==> src/rtl/cache2vias_wb_if.sv <==
// Processor load/store port and backing-memory port of the 2-way write-back cache.
// The slave modport is the cache's view; the master modport is the environment's view.
interface cache2vias_wb_if #(
    parameter int ADDR_W = 8,
    parameter int DATA_W = 8
);
    logic              req_valid;
    logic              req_wren;
    logic [ADDR_W-1:0] req_addr;
    logic [DATA_W-1:0] req_data;
    logic              req_ready;
    logic              resp_valid;
    logic [DATA_W-1:0] resp_data;

    logic              mem_req;
    logic              mem_we;
    logic [ADDR_W-1:0] mem_addr;
    logic [DATA_W-1:0] mem_wdata;
    logic              mem_ack;
    logic [DATA_W-1:0] mem_rdata;

    modport slave (
        input  req_valid, req_wren, req_addr, req_data, mem_ack, mem_rdata,
        output req_ready, resp_valid, resp_data, mem_req, mem_we, mem_addr, mem_wdata
    );

    modport master (
        output req_valid, req_wren, req_addr, req_data, mem_ack, mem_rdata,
        input  req_ready, resp_valid, resp_data, mem_req, mem_we, mem_addr, mem_wdata
    );
endinterface

==> src/rtl/cache2vias_wb.sv <==
// 2-way set-associative write-back / write-allocate cache, one-word lines, per-set LRU,
// with saturating hit/miss statistics.
module cache2vias_wb #(
    parameter int ADDR_W  = 8,
    parameter int DATA_W  = 8,
    parameter int INDEX_W = 3,
    parameter int CNT_W   = 16
) (
    input  logic             clock,
    input  logic             reset,
    cache2vias_wb_if.slave   bus,
    output logic             hit,
    output logic             miss,
    output logic [CNT_W-1:0] hit_count,
    output logic [CNT_W-1:0] miss_count
);
    localparam int TAG_W = ADDR_W - INDEX_W;
    localparam int SETS  = 1 << INDEX_W;

    typedef enum logic [2:0] {IDLE, COMPARE, WRITEBACK, REFILL, DONE} state_t;
    state_t state, state_next;

    logic [1:0]        valid [SETS];
    logic [1:0]        dirty [SETS];
    logic [TAG_W-1:0]  tags  [SETS][2];
    logic [DATA_W-1:0] data  [SETS][2];
    logic [SETS-1:0]   lru;

    logic              wren_q;
    logic [ADDR_W-1:0] addr_q;
    logic [DATA_W-1:0] wdata_q;
    logic              victim;

    logic [INDEX_W-1:0] idx;
    logic [TAG_W-1:0]   tag_in;
    logic [1:0]         match;
    logic               any_hit;
    logic               hit_way;
    logic               pick;
    logic               pick_dirty;

    assign idx     = addr_q[INDEX_W-1:0];
    assign tag_in  = addr_q[ADDR_W-1:INDEX_W];
    assign match[0] = valid[idx][0] && (tags[idx][0] == tag_in);
    assign match[1] = valid[idx][1] && (tags[idx][1] == tag_in);
    assign any_hit = |match;
    assign hit_way = match[1];
    // Invalid ways are filled before the LRU way is ever evicted.
    assign pick       = !valid[idx][0] ? 1'b0 : (!valid[idx][1] ? 1'b1 : lru[idx]);
    assign pick_dirty = valid[idx][pick] && dirty[idx][pick];

    always_ff @(posedge clock) begin
        if (reset) begin
            state <= IDLE;
        end else begin
            state <= state_next;
        end
    end

    always_comb begin
        state_next = state;
        case (state)
            IDLE:      if (bus.req_valid) state_next = COMPARE;
            COMPARE:   state_next = any_hit ? IDLE : (pick_dirty ? WRITEBACK : REFILL);
            WRITEBACK: if (bus.mem_ack) state_next = REFILL;
            REFILL:    if (bus.mem_ack) state_next = DONE;
            DONE:      state_next = IDLE;
            default:   state_next = IDLE;
        endcase
    end

    always_comb begin
        bus.req_ready  = 1'b0;
        bus.resp_valid = 1'b0;
        bus.resp_data  = '0;
        bus.mem_req    = 1'b0;
        bus.mem_we     = 1'b0;
        bus.mem_addr   = '0;
        bus.mem_wdata  = '0;
        hit            = 1'b0;
        miss           = 1'b0;
        case (state)
            IDLE: bus.req_ready = 1'b1;
            COMPARE: begin
                hit            = any_hit;
                miss           = !any_hit;
                bus.resp_valid = any_hit;
                if (any_hit && !wren_q) bus.resp_data = data[idx][hit_way];
            end
            WRITEBACK: begin
                bus.mem_req   = 1'b1;
                bus.mem_we    = 1'b1;
                bus.mem_addr  = {tags[idx][victim], idx};
                bus.mem_wdata = data[idx][victim];
            end
            REFILL: begin
                bus.mem_req  = 1'b1;
                bus.mem_addr = addr_q;
            end
            DONE: begin
                bus.resp_valid = 1'b1;
                if (!wren_q) bus.resp_data = data[idx][victim];
            end
            default: ;
        endcase
    end

    always_ff @(posedge clock) begin
        if (reset) begin
            valid      <= '{default: '0};
            dirty      <= '{default: '0};
            lru        <= '0;
            hit_count  <= '0;
            miss_count <= '0;
            wren_q     <= 1'b0;
            addr_q     <= '0;
            wdata_q    <= '0;
            victim     <= 1'b0;
        end else begin
            case (state)
                IDLE: begin
                    if (bus.req_valid) begin
                        wren_q  <= bus.req_wren;
                        addr_q  <= bus.req_addr;
                        wdata_q <= bus.req_data;
                    end
                end
                COMPARE: begin
                    if (any_hit) begin
                        if (hit_count != '1) hit_count <= hit_count + 1'b1;
                        if (wren_q) begin
                            data[idx][hit_way]  <= wdata_q;
                            dirty[idx][hit_way] <= 1'b1;
                        end
                        lru[idx] <= ~hit_way;
                    end else begin
                        if (miss_count != '1) miss_count <= miss_count + 1'b1;
                        victim <= pick;
                    end
                end
                WRITEBACK: begin
                    if (bus.mem_ack) dirty[idx][victim] <= 1'b0;
                end
                REFILL: begin
                    if (bus.mem_ack) begin
                        valid[idx][victim] <= 1'b1;
                        tags[idx][victim]  <= tag_in;
                        data[idx][victim]  <= wren_q ? wdata_q : bus.mem_rdata;
                        dirty[idx][victim] <= wren_q;
                        lru[idx]           <= ~victim;
                    end
                end
                default: ;
            endcase
        end
    end
endmodule

==> src/flat_wrapper.sv <==
// flat-port wrapper written by rule: the top's interface ports become plain ports
module cache2vias_wb_flat 
#(
    parameter int ADDR_W  = 8,
    parameter int DATA_W  = 8,
    parameter int INDEX_W = 3,
    parameter int CNT_W   = 16
)
  (clock, reset, hit, miss, hit_count, miss_count, bus_req_valid, bus_req_wren, bus_req_addr, bus_req_data, bus_mem_ack, bus_mem_rdata, bus_req_ready, bus_resp_valid, bus_resp_data, bus_mem_req, bus_mem_we, bus_mem_addr, bus_mem_wdata);
  cache2vias_wb_if #(.ADDR_W(ADDR_W), .DATA_W(DATA_W)) bus_i ();
  input  logic clock;
  input  logic reset;
  output logic hit;
  output logic miss;
  output logic [CNT_W-1:0] hit_count;
  output logic [CNT_W-1:0] miss_count;
  input wire logic [$bits(bus_i.req_valid)-1:0] bus_req_valid;
  input wire logic [$bits(bus_i.req_wren)-1:0] bus_req_wren;
  input wire logic [$bits(bus_i.req_addr)-1:0] bus_req_addr;
  input wire logic [$bits(bus_i.req_data)-1:0] bus_req_data;
  input wire logic [$bits(bus_i.mem_ack)-1:0] bus_mem_ack;
  input wire logic [$bits(bus_i.mem_rdata)-1:0] bus_mem_rdata;
  output wire logic [$bits(bus_i.req_ready)-1:0] bus_req_ready;
  output wire logic [$bits(bus_i.resp_valid)-1:0] bus_resp_valid;
  output wire logic [$bits(bus_i.resp_data)-1:0] bus_resp_data;
  output wire logic [$bits(bus_i.mem_req)-1:0] bus_mem_req;
  output wire logic [$bits(bus_i.mem_we)-1:0] bus_mem_we;
  output wire logic [$bits(bus_i.mem_addr)-1:0] bus_mem_addr;
  output wire logic [$bits(bus_i.mem_wdata)-1:0] bus_mem_wdata;
  assign bus_i.req_valid = bus_req_valid;
  assign bus_i.req_wren = bus_req_wren;
  assign bus_i.req_addr = bus_req_addr;
  assign bus_i.req_data = bus_req_data;
  assign bus_i.mem_ack = bus_mem_ack;
  assign bus_i.mem_rdata = bus_mem_rdata;
  assign bus_req_ready = bus_i.req_ready;
  assign bus_resp_valid = bus_i.resp_valid;
  assign bus_resp_data = bus_i.resp_data;
  assign bus_mem_req = bus_i.mem_req;
  assign bus_mem_we = bus_i.mem_we;
  assign bus_mem_addr = bus_i.mem_addr;
  assign bus_mem_wdata = bus_i.mem_wdata;
  cache2vias_wb #(.ADDR_W(ADDR_W), .DATA_W(DATA_W), .INDEX_W(INDEX_W), .CNT_W(CNT_W)) u_core (.clock(clock), .reset(reset), .bus(bus_i), .hit(hit), .miss(miss), .hit_count(hit_count), .miss_count(miss_count));
endmodule
==> config.mk <==
export PLATFORM = sky130hd
export DESIGN_NAME = cache2vias_wb_flat
export DESIGN_NICKNAME = d
export VERILOG_FILES = /design/src/rtl/cache2vias_wb_if.sv /design/src/rtl/cache2vias_wb.sv /design/src/flat_wrapper.sv
export SDC_FILE = /design/constraint.sdc
export NUM_CORES = 1
export LEC_CHECK = 0
export CORE_MARGIN = 3
export CORE_UTILIZATION = 50
export CTS_BUF_LIST = sky130_fd_sc_hd__clkbuf_8
export CTS_CLUSTER_DIAMETER = 200
export CTS_CLUSTER_SIZE = 20
export DETAILED_ROUTE_END_ITERATION = 16
export PLACE_DENSITY_LB_ADDON = 0.12
export SETUP_SLACK_MARGIN = 0.02
export SYNTH_ARGS = -nofsm -noshare
export SYNTH_HDL_FRONTEND = slang
export SYNTH_SLANG_ARGS = --single-unit
==> constraint.sdc <==
create_clock -name clock -period 7.6 [get_ports clock]
set_input_delay 1.52 -clock clock [delete_from_list [all_inputs] [get_ports clock]]
set_output_delay 1.52 -clock clock [all_outputs]
set_load 0.05 [all_outputs]
==> out/qor.yml <==
placement:
  dp_cells: 1407
  io_buffers: 90
  place_ws_ns: 1.87
  finalWeightedCongestion: 0.853
  dp_hpwl_um: 20800
floorplan:
  start_util_pct: 51.6
  fp-row-count: 58
  die_h_um: 168
  dieArea_um2: 28400
  num_io_pins: 91
  core_um2: 25500
  die_x_um: 168
sta:
  final_hold_viol_count: 0
  drv_slew: 0
  min_period_over_period_pct: 82.9
  setup_tns_ns: 0
  setup_violations: 0
  relSlewSlack_pct: 28.9
  min_period_ns: 6.30
  worst_pin_slew_ns: 1.07
  setup_ws_ns: 1.30
  rsz0062_at_grt: "no"
  fin_skew_ns: 0.0473
  holdWs_ns: 0.475
  max_freq_ghz: 0.159
critical_path:
  rrSetupSlack_ns: 3.30
  required_ns: 6.08
  start_kind: "flop"
  cp_data_arrival_time_ns: 4.78
  crit_fanout: 55
  slowest_delay_ns: 1.03
  cp-end-kind: "primary output"
  path_class: "flop to primary output"
  r2r-end: "u_core.data[5][13]$_DFFE_PP_"
  cp_slowest_cell: "dfxtp_4"
  path_cells: "mux2i_1 -> mux4_2 -> xor2_1 -> o2111ai_2 -> nor2_1 -> buf_4 -> nor2_1 -> or3b_2 -> a21oi_1 -> clkdlybuf4s50_1"
  reg2reg_depth: 7
  path_common_cell: "nor2_1"
cells_and_area:
  final_common_cell: "edfxtp_1"
  drive_gt1_share_pct: 9.72
  instances_no_fill: 1442
  area_delta_synth_final_pct: 10.7
  layout_common_cells: "208 x edfxtp_1, 102 x nor2_1, 93 x dfxtp_1"
  nets: 1129
power_and_ir_drop:
  pwr_density_cell_nw_per_um2: 206
  vdd_ir_drop_max_uv: 158
  leakage_nw: 4.54
clocking:
  post_cts_resized: 0
  cts_hold_buf: 0
  cts_buffer_depth: 3
  cts_buffers: 19
  htreeDepth: 1
  tritoncts: "yes"
  cts.sinks: 304
  clk_pin_slew_worst_paths_ns: 0.13
  post_cts_buffers: 0
  root_buffer: "clkbuf_8"
  clk_latency_ns: 0.57
logic_synthesis:
  synth_cells: 1050
  ys_ff_latch: 304
  yosys_warnings: 0
  ys_seq_area_share_pct: 61.9
  ys_types: 60
  synthArstFlopShare_pct: 0
  yosys_most_used_dff: "edfxtp_1"
  syn_area_um2: 13200
  syn_nets: 1081
  synth_edf_count: 208
  syn_avg_cell_area_um2: 12.6
drt:
  via_per_inst: 5.98
  firstDrtPassIters: 5
  routedWlPerCell_um: 21.7
  wirelength_um: 31200
  ant_nets: 0
  vias: 8619
  drtIter0Drc: 769
  drcViolationCount: 0
global_routing:
  antenna_found_initial: 1
  grt_pass1_vias: 8375
  grt_overflow_total: 0
  grt_pass1_wl_um: 48800
  grt_max_degree: 62
  grtUsageTotal_pct: 21.8
min_path:
  hold_path_end: "u_core.wdata_q[3]$_SDFFE_PP0P_"
  hold_depth: 2
  holdCritStartpoint: "u_core.wdata_q[3]$_SDFFE_PP0P_"
  hp-class: "flop to flop"
flow_run:
  maxCapViolCount: 0
status:
  outcome: "finished, final reports clean"
-- metal layers --
metal  vias up  part of all wire (%)  global-route usage, %
met2       229                    47                   34.9
li1       4056                     -                      -
met5         -                     0                      0
met4         0                   1.9                   4.48
met3        40                   5.3                   3.17
met1      4294                    45                   32.3
-- layout make-up --
cell class	instances	area (um^2)
fillers	2130	11000
multi-input cells	638	4570
repair buffers	99	963
inverters	36	135
clock inverters	15	72.6
clock buffers	19	262
diodes	1	2.50
well taps	330	413
flip-flops and latches	304	8170
-- where the power goes --
group | internal [W] | switching (W) | leakage [nW]
combinational | 0.000155 | 0.000250 | 1.65
sequential | 0.00180 | 0.0000676 | 2.68
clock | 0.000244 | 0.000499 | 0.213
total | 0.00220 | 0.000817 | 4.54
-- worst max-delay path: cells and delay by family, from the launching register on --
| kind | cells | cell delay (ns) |
|---|---|---|
| compound gates | 2 | 0.48 |
| buf+inv | 2 | 1.13 |
| mux | 2 | 0.69 |
| simple gates | 3 | 0.68 |
| flops | 1 | 1.03 |
| xor+xnor | 1 | 0.18 |
-- sequential cells by signal, indices dropped and copies added, names as in the netlist, named ones only --
register / flops
u_core.data: 128
u_core.valid: 16
u_core.wren_q: 1
u_core.wdata_q: 8
u_core.tags: 80
u_core.dirty: 16
u_core.state: 3
u_core.miss_count: 16
u_core.hit_count: 16
u_core.lru: 8
u_core.addr_q: 8
u_core.victim: 1
-- cells in the mapped netlist, drive strengths merged (3+ instances only) --
master / number / area, um^2
o211ai: 3 / 22.5
nor2b: 13 / 81.3
or4: 5 / 37.5
a31oi: 5 / 31.3
buf: 21 / 123
a211oi: 3 / 22.5
xor2: 7 / 61.3
inv: 35 / 131
or3: 21 / 136
o31ai: 13 / 97.6
nand4: 6 / 37.5
nor3: 13 / 65.1
and3: 12 / 75.1
dfxtp: 96 / 1920
mux4: 37 / 833
and2: 6 / 37.5
a22oi: 6 / 45.0
a221oi: 3 / 26.3
nor2: 102 / 383
clkbuf: 51 / 191
o32ai: 8 / 70.1
a21oi: 77 / 385
o22ai: 35 / 219
nor4: 17 / 121
edfxtp: 208 / 6250
mux2i: 45 / 450
o21ai: 35 / 179
nand2b: 5 / 31.3
nand3b: 4 / 30.0
a22o: 11 / 96.3
nand2: 59 / 221
xnor2: 9 / 78.8
mux2: 30 / 338
nand3: 22 / 110
-- cell families (layout without fill, tap and decap cells) --
logic type               Yosys count  after routing  share of synthesized area [%]
AO/OA/AOI/OAI                    215            215                           10.2
XOR/XNOR                          16             16                           1.06
multiplexers                     112            112                           12.3
AND/OR/NAND/NOR                  293            293                           10.9
flip-flops                       304            304                           61.9
other                              0              1                              0
adder cells (fa/ha/maj)            2              2                          0.190
buffers and inverters            108            169                           3.41
-- through the flow --
stage | power (W) | area [um^2] | utilization, %
3_5_place_dp | 0.00231 | 14300 | 55.8
2_1_floorplan | 0.00217 | 13200 | -
6_report | 0.00301 | 14600 | 57.1
5_1_grt | 0.00314 | 14600 | 57.1
4_1_cts | 0.00303 | 14600 | 57.1
3_3_place_gp | 0.00230 | 14300 | 55.8
-- how the worst max path moves through the flow --
stage                     start          endpoint  slack [ns]  cells after the start
after global placement     flop    bus_resp_valid        1.91                     10
after global routing       flop  bus_resp_data[1]        0.96                     10
after floorplan            flop  bus_resp_data[2]        2.82                     10
after detailed placement   flop    bus_resp_valid        1.87                     10
final                      flop    bus_resp_valid        1.30                     10
after CTS                  flop    bus_resp_valid        1.24                     10
Power figures use the tool's default switching activity.
